`src/rtl/key_pkg.sv`:
```
// Shared types and helpers for the key click decoder.
package key_pkg;

    // Two-state grouping FSM: idle, or waiting for more strobes in the window.
    typedef enum logic {
        IDLE = 1'b0,
        WAIT = 1'b1
    } click_state_t;

    // Width needed to hold a click count of 0..max_clicks.
    function automatic int clicks_w(input int max_clicks);
        return $clog2(max_clicks + 1);
    endfunction

endpackage

```
`src/rtl/key_window_timer.sv`:
```
// Restartable window timer: counts enabled cycles from zero and flags the
// final tick of the window. Clear takes priority over enable.
module key_window_timer #(
    parameter int WINDOW_TICKS = 20
) (
    input  logic clk_i,
    input  logic rst_i,
    input  logic clear_i,
    input  logic enable_i,
    output logic expired_o
);

    localparam int TW = (WINDOW_TICKS > 1) ? $clog2(WINDOW_TICKS) : 1;

    logic [TW-1:0] timer_q;

    // Timer register: restart on clear, otherwise advance while enabled.
    always_ff @(posedge clk_i or posedge rst_i) begin
        if (rst_i) begin
            timer_q <= '0;
        end else if (clear_i) begin
            timer_q <= '0;
        end else if (enable_i) begin
            timer_q <= timer_q + TW'(1);
        end
    end

    // The window ends on the cycle the timer sits at its last value.
    assign expired_o = (timer_q == TW'(WINDOW_TICKS - 1));

endmodule

```
`src/rtl/key_click_decoder.sv`:
```
// Groups debounced key-press strobes that arrive within a time window into a
// single click event (single/double/triple...) and presents it through a
// one-entry valid/ready holding register. Events that find the register
// occupied are dropped and reported with a one-cycle pulse.
module key_click_decoder
    import key_pkg::*;
#(
    parameter  int CLK_FREQ_MHZ    = 10,
    parameter  int CLICK_WINDOW_US = 300000,
    parameter  int MAX_CLICKS      = 3,
    localparam int CW              = clicks_w(MAX_CLICKS)
) (
    input  logic          clk_i,
    input  logic          rst_i,
    input  logic          key_pressed_stb_i,
    output logic          event_valid_o,
    input  logic          event_ready_i,
    output logic [CW-1:0] event_clicks_o,
    output logic          busy_o,
    output logic          drop_stb_o
);

    localparam int WINDOW_TICKS = CLICK_WINDOW_US * CLK_FREQ_MHZ;

    if (WINDOW_TICKS < 2) begin : g_bad_window
        $error("key_click_decoder: WINDOW_TICKS must be at least 2");
    end
    if (MAX_CLICKS < 1) begin : g_bad_max
        $error("key_click_decoder: MAX_CLICKS must be at least 1");
    end

    click_state_t  state_q, state_d;
    logic [CW-1:0] count_q, count_d;
    logic          timer_clear;
    logic          timer_en;
    logic          timer_expired;
    logic          emit;

    logic          valid_q, valid_d;
    logic [CW-1:0] clicks_q, clicks_d;
    logic          drop_q, drop_d;
    logic          pop;

    key_window_timer #(
        .WINDOW_TICKS (WINDOW_TICKS)
    ) u_timer (
        .clk_i     (clk_i),
        .rst_i     (rst_i),
        .clear_i   (timer_clear),
        .enable_i  (timer_en),
        .expired_o (timer_expired)
    );

    // FSM and click-count registers.
    always_ff @(posedge clk_i or posedge rst_i) begin
        if (rst_i) begin
            state_q <= IDLE;
            count_q <= '0;
        end else begin
            state_q <= state_d;
            count_q <= count_d;
        end
    end

    // Next-state logic: a strobe always restarts the window, so a strobe on
    // the expiry cycle extends the group instead of closing it.
    always_comb begin
        state_d     = state_q;
        count_d     = count_q;
        timer_clear = 1'b0;
        timer_en    = 1'b0;
        emit        = 1'b0;
        case (state_q)
            IDLE: begin
                timer_clear = 1'b1;
                if (key_pressed_stb_i) begin
                    state_d = WAIT;
                    count_d = CW'(1);
                end
            end
            WAIT: begin
                if (key_pressed_stb_i) begin
                    timer_clear = 1'b1;
                    if (count_q != CW'(MAX_CLICKS)) begin
                        count_d = count_q + CW'(1);
                    end
                end else if (timer_expired) begin
                    emit        = 1'b1;
                    timer_clear = 1'b1;
                    state_d     = IDLE;
                    count_d     = '0;
                end else begin
                    timer_en = 1'b1;
                end
            end
            default: begin
                state_d = IDLE;
                count_d = '0;
            end
        endcase
    end

    // Output holding register and drop pulse.
    always_ff @(posedge clk_i or posedge rst_i) begin
        if (rst_i) begin
            valid_q  <= 1'b0;
            clicks_q <= '0;
            drop_q   <= 1'b0;
        end else begin
            valid_q  <= valid_d;
            clicks_q <= clicks_d;
            drop_q   <= drop_d;
        end
    end

    // Load on emit when the slot is free or being drained this cycle;
    // otherwise keep the held event and flag the loss.
    always_comb begin
        valid_d  = valid_q;
        clicks_d = clicks_q;
        drop_d   = 1'b0;
        pop      = valid_q & event_ready_i;
        if (emit) begin
            if (!valid_q || pop) begin
                valid_d  = 1'b1;
                clicks_d = count_q;
            end else begin
                drop_d = 1'b1;
            end
        end else if (pop) begin
            valid_d = 1'b0;
        end
    end

    assign event_valid_o  = valid_q;
    assign event_clicks_o = clicks_q;
    assign drop_stb_o     = drop_q;
    assign busy_o         = (state_q == WAIT);

endmodule

```
`config.mk`:
```
export PLATFORM = sky130hd
export DESIGN_NAME = key_click_decoder
export DESIGN_NICKNAME = d
export VERILOG_FILES = /design/src/rtl/key_pkg.sv /design/src/rtl/key_window_timer.sv /design/src/rtl/key_click_decoder.sv
export SDC_FILE = /design/constraint.sdc
export NUM_CORES = 1
export LEC_CHECK = 0
export ABC_CLOCK_PERIOD_IN_PS = 2600
export CORE_MARGIN = 2
export CORE_UTILIZATION = 58
export CTS_CLUSTER_SIZE = 10
export DETAILED_ROUTE_END_ITERATION = 7
export PLACE_DENSITY = 0.75
export SLEW_MARGIN = 20
export SYNTH_ARGS = -nofsm -noshare
export SYNTH_HDL_FRONTEND = slang
export SYNTH_SLANG_ARGS = --single-unit
```
`constraint.sdc`:
```
create_clock -name clk_i -period 2.6 [get_ports clk_i]
set_input_delay 0.78 -clock clk_i [delete_from_list [all_inputs] [get_ports clk_i]]
set_output_delay 0.78 -clock clk_i [all_outputs]
set_load 0.01 [all_outputs]
```
==> results_dict.tcl, run 1 <==
set metrics [dict create \
    status "finished, final reports clean" \
    fin_ws_ns 0.4531 \
    whs_path_depth 1 \
    clockBufferDepth 2 \
    netlist-cell-type-count 39 \
    period_share_pct 82.57 \
    first_global_vias 1073 \
    tns_ns 0 \
    rows 18 \
    crit_family "buffers and inverters" \
    setup_violations 0 \
    layout-drive-gt1-share_pct 8.876 \
    path_max_fanout 8 \
    cts.reportedPaths.clkPinSlew_ns 0.09 \
    fmax_ghz 0.4658 \
    final_common_cell "dfrtp_1" \
    path_buf_inv 1 \
    start_util_pct 60.71 \
    worstPathRequired_ns 1.82 \
    cts_sinks 29 \
    syn_area_sq_mm 0.001504 \
    dr.pass1.iters 4 \
    hpwl_mm 2.096 \
    final_max_slew_viol_count 0 \
    cts_tree "done" \
    power_per_cell_area_mw_per_mm2 511.5 \
    max_stage_delay_ns 0.57 \
    crit_path_end_kind "primary output" \
    areaGrowthSynthToFinish_pct 10.57 \
    hold_viol 0 \
    slew_headroom_pct 59.95 \
    tightest_slew_ns 0.5962 \
    cts-root-buf "clkbuf_4" \
    synth_area_per_cell_sq_um 9.641 \
    cts_resized 0 \
    finalPower_mw 0.8505 \
    p_leak_nw 0.6912 \
    overflow 0 \
    path_cells "clkdlybuf4s50_1" \
    drt.antenna.violating_nets 0 \
    most-common-layout-cells "dfrtp_1 (29), nor2_1 (17), nand2_1 (9)" \
    core-area_sq_mm 0.002477 \
    wl_mm 2.938 \
    diodes 0 \
    fin_worst_skew_ns 0.004337 \
    io_buffers 8 \
    dp_cells 191 \
    die_w_um 54.92 \
    grt_use_total_pct 23.35 \
    clock_latency_ns 0.33 \
    die_y_um 54.92 \
    r2r_cells 5 \
    die-area_sq_mm 0.003016 \
    num_vias 1190 \
    ir_drop_mv 0.5542 \
    setup.worst_path.class "register to primary output" \
    pin_count 9 \
    pre_cts_ws_ns 0.2885 \
    grt_max_degree 30 \
    drt_iter0_drc 37 \
    final_nets 174 \
    crit_arrival_ns 1.37 \
    maxCapViolations 0 \
    avgViaCountPerCell 5.980 \
    cts-buffers-inserted 5 \
    gp_congestion 0.8519 \
    yosys_warnings 0 \
    final_cells 199 \
    synth-seq-cells 29 \
    hp-class "register to register" \
    wl_per_cell_um 14.76 \
    rsz0062_at_grt "no" \
    synth_nets 162 \
    cts_setup_buffers 0 \
    synthCells 156 \
    grt_pass1_wl_mm 4.816 \
    slowest_stage "clkdlybuf4s50_1" \
    start_kind "register" \
    drc 0 \
    holdWs_ns 0.5177 \
    critical_path_depth 1 \
    ys_seq_area_share_pct 48.25 \
    htree_levels 2 \
    min_period_ns 2.147 \
    antenna_found_initial 0 \
    hold_buffers 0 \
]
## final timing paths
kind	start	to	slack, ns
worst min register to register	event_clicks_o[1]$_DFFE_PP0P_	event_clicks_o[1]$_DFFE_PP0P_	0.52
worst max-delay path	busy_o$_DFF_PP0_	busy_o	0.45
min in group asynchronous	rst_i	u_timer.timer_q[1]$_DFFE_PP0P_	0.82
worst max register to register	u_timer.timer_q[0]$_DFFE_PP0P_	u_timer.timer_q[20]$_DFFE_PP0P_	0.51
worst min-delay path	event_clicks_o[1]$_DFFE_PP0P_	event_clicks_o[1]$_DFFE_PP0P_	0.52
max in group asynchronous	rst_i	u_timer.timer_q[17]$_DFFE_PP0P_	1.52
## cell type report
cell class | instances | area [sq um]
multi-input combinational | 117 | 737.0
fill | 192 | 814.5
sequential | 29 | 725.7
timing repair buffer | 10 | 95.09
clock buffer | 8 | 48.80
tap | 30 | 37.54
inverter | 5 | 18.77
## synth_stat cells
master,n,area share (%)
dfrtp_1,29,48
nor2_1,17,4.2
nand2_1,9,2.2
nand3_1,8,2.7
nand4_1,8,3.3
xor2_1,8,4.7
and3_1,7,2.9
nor3_1,7,2.3
a21oi_1,6,2.0
inv_1,5,1.2
o21ai_0,5,1.7
xnor2_1,5,2.9
or3_1,4,1.7
buf_2,3,1.0
nand4b_1,3,1.7
a31oi_1,2,0.83
clkbuf_1,2,0.50
ha_1,2,1.7
mux2_2,2,1.5
nand2b_1,2,0.83
nor2b_1,2,0.83
nor4_1,2,0.83
o31ai_1,2,1.0
a21o_1,1,0.50
a21oi_2,1,0.58
a31o_2,1,0.58
and2_0,1,0.42
and2_1,1,0.42
and3_2,1,0.50
and4_2,1,0.67
mux2i_1,1,0.67
nand4_2,1,0.83
nor4b_1,1,0.58
nor4bb_1,1,0.67
o21a_1,1,0.50
o22ai_1,1,0.42
o41ai_1,1,0.58
or4_1,1,0.50
or4_4,1,0.75
## flip-flops by register name, summed over array words and instances (netlist names)
register / count
count_q: 2
event_valid_o: 1
u_timer.timer_q: 22
busy_o: 1
drop_stb_o: 1
event_clicks_o: 2
## where the power goes
group          internal [mW]  leakage (nW)  switching, mW
Clock                  0.107        0.0265          0.149
Sequential             0.470         0.393         0.0225
Combinational         0.0496         0.272         0.0514
## cells by family after synthesis
family | synth area share (%)
adder cells (fa/ha/maj) | 1.664
AO/OA/AOI/OAI | 8.653
XOR/XNOR | 7.571
flip-flops | 48.25
buffers and inverters | 2.745
AND/OR/NAND/NOR | 28.95
multiplexers | 2.163
## metal layers
metal	routed length (um)	GRT usage, %	vias to the layer above
met4	67	11.79	0
met1	1349	29.84	562
met2	1367	36.31	37
met5	0	0	-
li1	-	-	582
met3	154	6.452	9
## through the flow
stage	cell area [sq um]	util (%)
2_1_floorplan	1504	-
3_3_place_gp	1614	65.15
3_5_place_dp	1614	65.15
4_1_cts	1663	67.12
5_1_grt	1663	67.12
6_report	1663	67.12
(Power assumes the default switching activity.)
==> run 2: changes to the inputs <==
--- a/config.mk
+++ b/config.mk
@@ -5,7 +5,7 @@
 export SDC_FILE = /design/constraint.sdc
 export NUM_CORES = 1
 export LEC_CHECK = 0
-export ABC_CLOCK_PERIOD_IN_PS = 2600
+export ABC_CLOCK_PERIOD_IN_PS = 2100
 export CORE_MARGIN = 2
 export CORE_UTILIZATION = 58
 export CTS_CLUSTER_SIZE = 10
==> constraint.sdc (replaced) <==
create_clock -name clk_i -period 2.1 [get_ports clk_i]
set_input_delay 0.63 -clock clk_i [delete_from_list [all_inputs] [get_ports clk_i]]
set_output_delay 0.63 -clock clk_i [all_outputs]
set_load 0.01 [all_outputs]
==> run 2 against run 1 <==
Against the previous run: cell count up 1.5%; via count up 4.5%; worst hold slack better by 0.016 ns; sequential share of layout area down 0.93 points; register-to-register slack worse by 0.33 ns; final area up 2.2%; routed wire length up 3.7%; core utilization up 1.5 points; global-route usage up 0.72 points.
==> results_dict.tcl, run 2 (synthesis gave the netlist of run 1 again) <==
set metrics [dict create \
    status "finished, final reports clean" \
    slowest_stage "clkdlybuf4s50_1" \
    whs_endpoint "event_clicks_o[1]$_DFFE_PP0P_" \
    path_buf_inv 1 \
    p_leak_nw 0.7158 \
    slew_headroom_pct 65.14 \
    cts_sinks 29 \
    setup_violations 0 \
    r2r-end "u_timer.timer_q[20]$_DFFE_PP0P_" \
    grt_max_degree 30 \
    final_core_util_pct 68.59 \
    ir_drop_mv 0.6332 \
    pin_count 9 \
    cts-buffers-inserted 5 \
    hpwl_mm 2.206 \
    crit_path_end_kind "primary output" \
    period_share_pct 95.38 \
    rows 18 \
    rsz0062_at_grt "no" \
    num_vias 1243 \
    min_period_ns 2.003 \
    final_max_slew_viol_count 0 \
    avgViaCountPerCell 6.153 \
    layout-drive-gt1-share_pct 11.63 \
    highest_layer "met4" \
    drt_iter0_drc 50 \
    wl_mm 3.048 \
    clockBufferDepth 2 \
    die_y_um 54.92 \
    path_max_fanout 8 \
    num-fill-cells 211 \
    hp-class "register to register" \
    regMostFlops "u_timer.timer_q" \
    tns_ns 0 \
    worstHoldStart "event_clicks_o[1]$_DFFE_PP0P_" \
    r2r_slack_ns 0.18 \
    crit_family "buffers and inverters" \
    die-area_sq_mm 0.003016 \
    cts_resized 0 \
    max_stage_delay_ns 0.59 \
    areaGrowthSynthToFinish_pct 12.98 \
    io_buffers 8 \
    cts-root-buf "clkbuf_4" \
    holdWs_ns 0.5333 \
    clock_latency_ns 0.33 \
    setup.worst_path.class "register to primary output" \
    largest_register_ffs 22 \
    most-common-layout-cells "dfrtp_1 (29), nor2_1 (17), nand2_1 (9)" \
    power_per_cell_area_mw_per_mm2 638.9 \
    start_kind "register" \
    die_w_um 54.92 \
    r2r_cells 5 \
    gp_congestion 0.8877 \
    first_global_vias 1134 \
    htree_levels 2 \
    fin_ws_ns 0.09710 \
    grt_use_total_pct 24.07 \
    cts.reportedPaths.clkPinSlew_ns 0.08 \
    wl_met2_mm 1.510 \
    crit_arrival_ns 1.37 \
    critical_path_depth 1 \
    diodes 0 \
    wl_per_cell_um 15.09 \
    drt.antenna.violating_nets 0 \
    overflow 0 \
    dr.pass1.iters 4 \
    fin_worst_skew_ns 0.005203 \
    core-area_sq_mm 0.002477 \
    whs_path_depth 1 \
    pre_cts_ws_ns 0.05882 \
    grt_pass1_wl_mm 5.050 \
    antenna_found_initial 0 \
    drc 0 \
    hold_buffers 0 \
    final_nets 178 \
    hold_viol 0 \
    maxCapViolations 0 \
    cts_tree "done" \
    startpoint "busy_o$_DFF_PP0_" \
    tightest_slew_ns 0.5190 \
    wl_met1_mm 1.330 \
    path_cells "clkdlybuf4s50_1" \
    worstPathRequired_ns 1.47 \
    start_util_pct 60.71 \
    r2r_start "u_timer.timer_q[0]$_DFFE_PP0P_" \
    fmax_ghz 0.4993 \
    wl_met3_um 171 \
    cts_setup_buffers 0 \
    final_common_cell "dfrtp_1" \
]
-- run 2: how the worst max path moves through the flow --
stage	end	slack [ns]
after global routing	busy_o	0.03
after detailed placement	event_clicks_o[0]$_DFFE_PP0P_	0.06
after global placement	event_clicks_o[1]$_DFFE_PP0P_	0.12
final	busy_o	0.1
after floorplan	u_timer.timer_q[20]$_DFFE_PP0P_	0.21
after CTS	busy_o	0.08
-- run 2: per-layer routing --
metal	vias to the layer above	track usage (%)
met5	-	0
met4	0	8.943
met3	5	5.645
met2	36	37.90
met1	607	32.35
li1	595	-
-- run 2: per-stage QoR --
step | power (mW) | std cells | cell area, sq um
final | 1.086 | 202 | 1699
after global routing | 1.139 | 202 | 1699
after CTS | 1.099 | 202 | 1699
after detailed placement | 0.7565 | 195 | 1644
after global placement | 0.7417 | 195 | 1644
after floorplan | 0.7107 | 156 | 1504
-- run 2: layout make-up --
class	instances	area, sq um	area share [%]
flip-flops and latches	29	725.7	42.71
clock buffers	7	55.05	3.240
repair buffers	14	125.1	7.364
multi-input cells	117	737.0	43.37
well taps	30	37.54	2.209
inverters	5	18.77	1.105
-- run 2: power by group --
group,leakage (nW),switching (mW),internal [mW]
registers,0.393,0.0270,0.582
clock network,0.0314,0.184,0.158
logic,0.291,0.0673,0.0671
total,0.716,0.278,0.807
==> run 3: changes to the inputs <==
--- a/config.mk
+++ b/config.mk
@@ -5,13 +5,12 @@
 export SDC_FILE = /design/constraint.sdc
 export NUM_CORES = 1
 export LEC_CHECK = 0
-export ABC_CLOCK_PERIOD_IN_PS = 2100
 export CORE_MARGIN = 2
-export CORE_UTILIZATION = 58
+export CORE_UTILIZATION = 52
 export CTS_CLUSTER_SIZE = 10
 export DETAILED_ROUTE_END_ITERATION = 7
-export PLACE_DENSITY = 0.75
-export SLEW_MARGIN = 20
+export PLACE_DENSITY = 0.68
+export SLEW_MARGIN = 5
 export SYNTH_ARGS = -nofsm -noshare
 export SYNTH_HDL_FRONTEND = slang
 export SYNTH_SLANG_ARGS = --single-unit
==> run 3 against run 2 <==
Against the previous run: sequential share of layout area rose by 0.13 points; cell count rose by 0.99%; power fell by 3.2%; routed wire length fell by 2.5%; highest routed layer unchanged; setup slack improved by 0.0019 ns; core utilization fell by 7.2 points; critical path type unchanged; critical endpoint unchanged; first-iteration DRC count fell by 46%.
==> results_dict.tcl, run 3 (synthesis gave the netlist of run 1 again) <==
set metrics [dict create \
    status "finished, final reports clean" \
    path_max_fanout 8 \
    r2r-end "u_timer.timer_q[20]$_DFFE_PP0P_" \
    min_period_ns 2.001 \
    endpoint "busy_o" \
    htree_levels 2 \
    slowest_stage "clkdlybuf4s50_1" \
    power_per_cell_area_mw_per_mm2 620.1 \
    drt_iter0_drc 27 \
    ir_drop_mv 0.5283 \
    dr.pass1.iters 4 \
    num_vias 1240 \
    r2r_slack_ns 0.19 \
    diodes 0 \
    fin_ws_ns 0.09904 \
    avgViaCountPerCell 6.078 \
    r2r_cells 5 \
    slew_headroom_pct 61.88 \
    final_max_slew_viol_count 0 \
    num-fill-cells 251 \
    crit_path_end_kind "primary output" \
    worstPathRequired_ns 1.47 \
    start_kind "register" \
    core-area_sq_mm 0.002758 \
    hpwl_mm 2.129 \
    most-common-layout-cells "dfrtp_1 (29), nor2_1 (17), nand2_1 (9)" \
    cts.reportedPaths.clkPinSlew_ns 0.08 \
    grt_pass1_wl_mm 5.002 \
    crit_arrival_ns 1.37 \
    critical_path_depth 1 \
    setup_violations 0 \
    setup.worst_path.class "register to primary output" \
    fin_worst_skew_ns 0.001367 \
    cts_resized 0 \
    rsz0062_at_grt "no" \
    die_w_um 57.78 \
    largest_register_ffs 22 \
    grt_use_total_pct 20.15 \
    gp_congestion 0.8451 \
    cts_setup_buffers 0 \
    path_cells "clkdlybuf4s50_1" \
    period_share_pct 95.28 \
    first_global_vias 1076 \
    maxCapViolations 0 \
    regMostFlops "u_timer.timer_q" \
    multi_input_area_sq_um 737.0 \
    clockBufferDepth 2 \
    final_nets 178 \
    overflow 0 \
    final_common_cell "dfrtp_1" \
    start_util_pct 54.54 \
    wl_per_cell_um 14.57 \
    path_buf_inv 1 \
    drc 0 \
    cts_tree "done" \
    die_y_um 57.78 \
    die-area_sq_mm 0.003339 \
    wl_mm 2.972 \
    areaGrowthSynthToFinish_pct 12.65 \
    layout-drive-gt1-share_pct 10.98 \
    rows 19 \
    seqCellArea_sq_um 725.7 \
    grt_max_degree 30 \
    cts-buffers-inserted 5 \
    hold_viol 0 \
    io_buffers 8 \
    hold_buffers 0 \
    drt.antenna.violating_nets 0 \
    hp-class "register to register" \
    p_leak_nw 0.7110 \
    fmax_ghz 0.4998 \
    max_stage_delay_ns 0.59 \
    cts-root-buf "clkbuf_4" \
    pre_cts_ws_ns 0.04550 \
    startpoint "busy_o$_DFF_PP0_" \
    crit_family "buffers and inverters" \
    tightest_slew_ns 0.5674 \
    cts_sinks 29 \
    worstHoldStart "u_timer.timer_q[0]$_DFFE_PP0P_" \
    clock_latency_ns 0.32 \
    antenna_found_initial 0 \
    pin_count 9 \
    r2r_start "u_timer.timer_q[0]$_DFFE_PP0P_" \
    tns_ns 0 \
]
run 3: report_power, final:
group / total (mW) / leakage, nW / internal, mW / switching, mW
Sequential: 0.609 / 0.393 / 0.582 / 0.0262
Combinational: 0.126 / 0.291 / 0.0654 / 0.0603
Clock: 0.316 / 0.0265 / 0.133 / 0.183
Total: 1.05 / 0.711 / 0.781 / 0.270
run 3: cell type report:
type,count,area share [%]
Multi-Input combinational cell,117,43.50
Sequential cell,29,42.84
Timing Repair Buffer,14,7.386
Clock buffer,8,2.880
Tap cell,31,2.290
Inverter,5,1.108
run 3: how the worst min path moves through the flow:
stage / to / slack, ns / cells after the start
global route: u_timer.timer_q[0]$_DFFE_PP0P_ / 0.56 / 1
global placement: event_clicks_o[0]$_DFFE_PP0P_ / 0.51 / 1
finish: u_timer.timer_q[0]$_DFFE_PP0P_ / 0.53 / 1
CTS: u_timer.timer_q[0]$_DFFE_PP0P_ / 0.53 / 1
floorplan: u_timer.timer_q[0]$_DFFE_PP0P_ / 0.48 / 1
detailed placement: event_clicks_o[1]$_DFFE_PP0P_ / 0.52 / 1
run 3: through the flow:
stage	utilization, %	cells	hold WS (ns)	power (mW)	area, sq um
detailed placement	59.66	196	0.5165	0.7475	1645
CTS	61.43	204	0.5332	1.069	1694
floorplan	-	156	0.4848	0.7107	1504
finish	61.43	204	0.5263	1.051	1694
global route	61.43	204	0.5560	1.108	1694
global placement	59.66	196	0.5105	0.7430	1645
run 3: metal layers:
layer,track usage [%],up-vias,part of all wire (%)
met4,9.302,0,2.4
met2,30.03,30,46
met1,26.97,605,46
met3,6.250,8,5.0
met5,0,-,0
li1,-,597,-
==> edit, RTL diff (config.mk and constraints of run 1) <==
`MAX_CLICKS`: 3 -> 6.
--- a/src/rtl/key_click_decoder.sv
+++ b/src/rtl/key_click_decoder.sv
@@ -9,3 +9,3 @@
     parameter  int CLICK_WINDOW_US = 300000,
-    parameter  int MAX_CLICKS      = 3,
+    parameter  int MAX_CLICKS      = 6,
     localparam int CW              = clicks_w(MAX_CLICKS)
Ports: changed (resized event_clicks_o); port bits go from 9 to 10. No check against the original RTL was run, so the function may have changed too.
==> edit against run 1 <==
  * Clock power is 55% higher
  * Power is 26% higher
  * Setup slack worse by 0.018 ns
  * Routed wire length is 9.1% lower
  * Synthesized area is 3.0% higher
  * First-iteration DRC count is 11% lower
  * Final cell count is 3.0% lower
  * Via count is 7.1% lower
  * Sequential power is 9.7% higher
  * Critical path depth stayed put
  * Count of clock-buffer cells in the layout is 2 lower
  * Sequential cell count is 2 higher
  * Synthesized cell count is 4.5% lower
  * Final area is 4.4% higher
==> edit: results (changes against run 1) <==
The run finished with clean final reports. The worst register-to-register path begins at u_timer.timer_q[0]$_DFFE_PP0P_. The HPWL after detailed placement was 1.869 mm (-11%). The via count normalized by instance count came out at 5.731 (-4.2%). The proportion of cell area occupied by multi-input gates is 42.11% (-2.2 points). The worst hold path begins at u_timer.timer_q[0]$_DFFE_PP0P_.

The depth of the worst register-to-register path came out at 6 (+1). The placed standard-cell area was 1649 um^2 (+2.2%). The time the worst path needs with I/O delays and setup is 2.165 ns (+0.01790 ns). The largest net degree at the start of global routing is 32 (+6.7%). The number of diodes was 0 (unchanged). The total of buffers placed on input and output ports is 9 (+1). The final instance count without filler cells is 193 (-3.0%). The final worst clock skew is 0.01288 ns (+0.008539 ns). For this design, the slowest cell found on the critical path is sky130_fd_sc_hd__clkdlybuf4s50_1.

The reported leakage power is 0.7980 nW (+15%). The destination of the worst hold path is u_timer.timer_q[0]$_DFFE_PP0P_. The total routing usage reported by global routing is 19.95% (-3.4 points). The share of layout cells above drive strength 1 was 11.04% (+2.2 points). The layout buffering overhead excluding clock cells is 5.624% (-0.095 points).

The weighted congestion at the end of routability-driven global placement came out at 0.7702 (-9.6%). The number of ordinary inverters in the final layout came out at 2 (-3). Data arrives at the worst endpoint at 1.38 ns. The register area share after synthesis is 50.08% (+1.8 points). The peak supply drop is 0.5282 mV (-4.7%). The post-placement setup slack is 0.3661 ns (+0.07764 ns). The slew at the pin closest to its max-slew limit is 0.3847 ns (-0.2115 ns). The count of synthesis-stage warnings from yosys is 0 (unchanged). The multi-input gate count was 112 (-4.3%). The final routed wirelength across all metal layers was 2.670 mm (-9.1%). The worst hold slack after final layout is 0.4564 ns (-0.06129 ns). The number of distinct standard cells referenced by the synthesized netlist is 36 (-7.7%). The number of global-route vias before repair is 1084 (+1.0%). The number of DRC markers in iteration 0 is 33 (-11%). The flop-to-flop setup slack came out at 0.47 ns (-0.04 ns). The portion of the layout cell area used by clock cells was 4.975% (+2.0 points). The sequential portion of the cell area is 44.70% (+1.1 points).

The count of nets after finishing was 169 (-2.9%). The wire length of the first global-routing pass is 4.767 mm (-1.0%). In the post-synthesis netlist, the biggest area contributors are sky130_fd_sc_hd__dfrtp_1, sky130_fd_sc_hd__xor2_1, sky130_fd_sc_hd__nor2_1, sky130_fd_sc_hd__xnor2_1, sky130_fd_sc_hd__nand2_1. The number of clock buffers in the layout is 6 (-2). The final sequential cell count is 31 (+6.9%). The highest net fanout along the worst path came out at 8 (unchanged). The fill cell instance count of the final layout is 187 (-2.6%). The area of all placed cells without fillers came out at 1735 um^2 (+4.4%). The per-instance average area after synthesis came to 10.40 um^2 (+7.8%). After clock tree synthesis, the clock-pin slew on the worst setup and hold paths is 0.10 ns. The combined area of all synthesized cells is 1549 um^2 (+3.0%).

The net count of the mapped netlist is 156 (-3.7%). The commonest cells after synthesis are sky130_fd_sc_hd__dfrtp_1, sky130_fd_sc_hd__nor2_1, sky130_fd_sc_hd__nand2_1.
## edit: changes by cell type in the layout (fill, tap and decap cells not counted), sizes merged, moves of 4 or more
cell	delta
a21oi	-4
nand2	+6
nand4	-5
nor2	+8
nor3	-5
xor2	+4
## edit: metal layers
| layer | up-vias | track usage [%] | wire (um) |
|---|---|---|---|
| li1 | 534 | - | - |
| met1 | 547 | 24.77 | 1228 |
| met2 | 20 | 32.14 | 1291 |
| met3 | 5 | 4.884 | 96 |
| met4 | 0 | 10.45 | 53 |
| met5 | - | 0 | 0 |
## edit: power by group
group          switching, mW  total [mW]  internal (mW)
sequential            0.0321       0.541          0.509
combinational         0.0711       0.132         0.0605
clock                  0.171       0.398          0.227
total                  0.274        1.07          0.797
## edit: kinds of logic after synthesis
logic type	Yosys count	synth area share, %
compound gates	11	5.008
fa+ha+maj	3	2.424
flops	31	50.08
xor+xnor	19	10.74
simple gates	76	26.82
mux	3	2.181
buf+inv	6	2.746
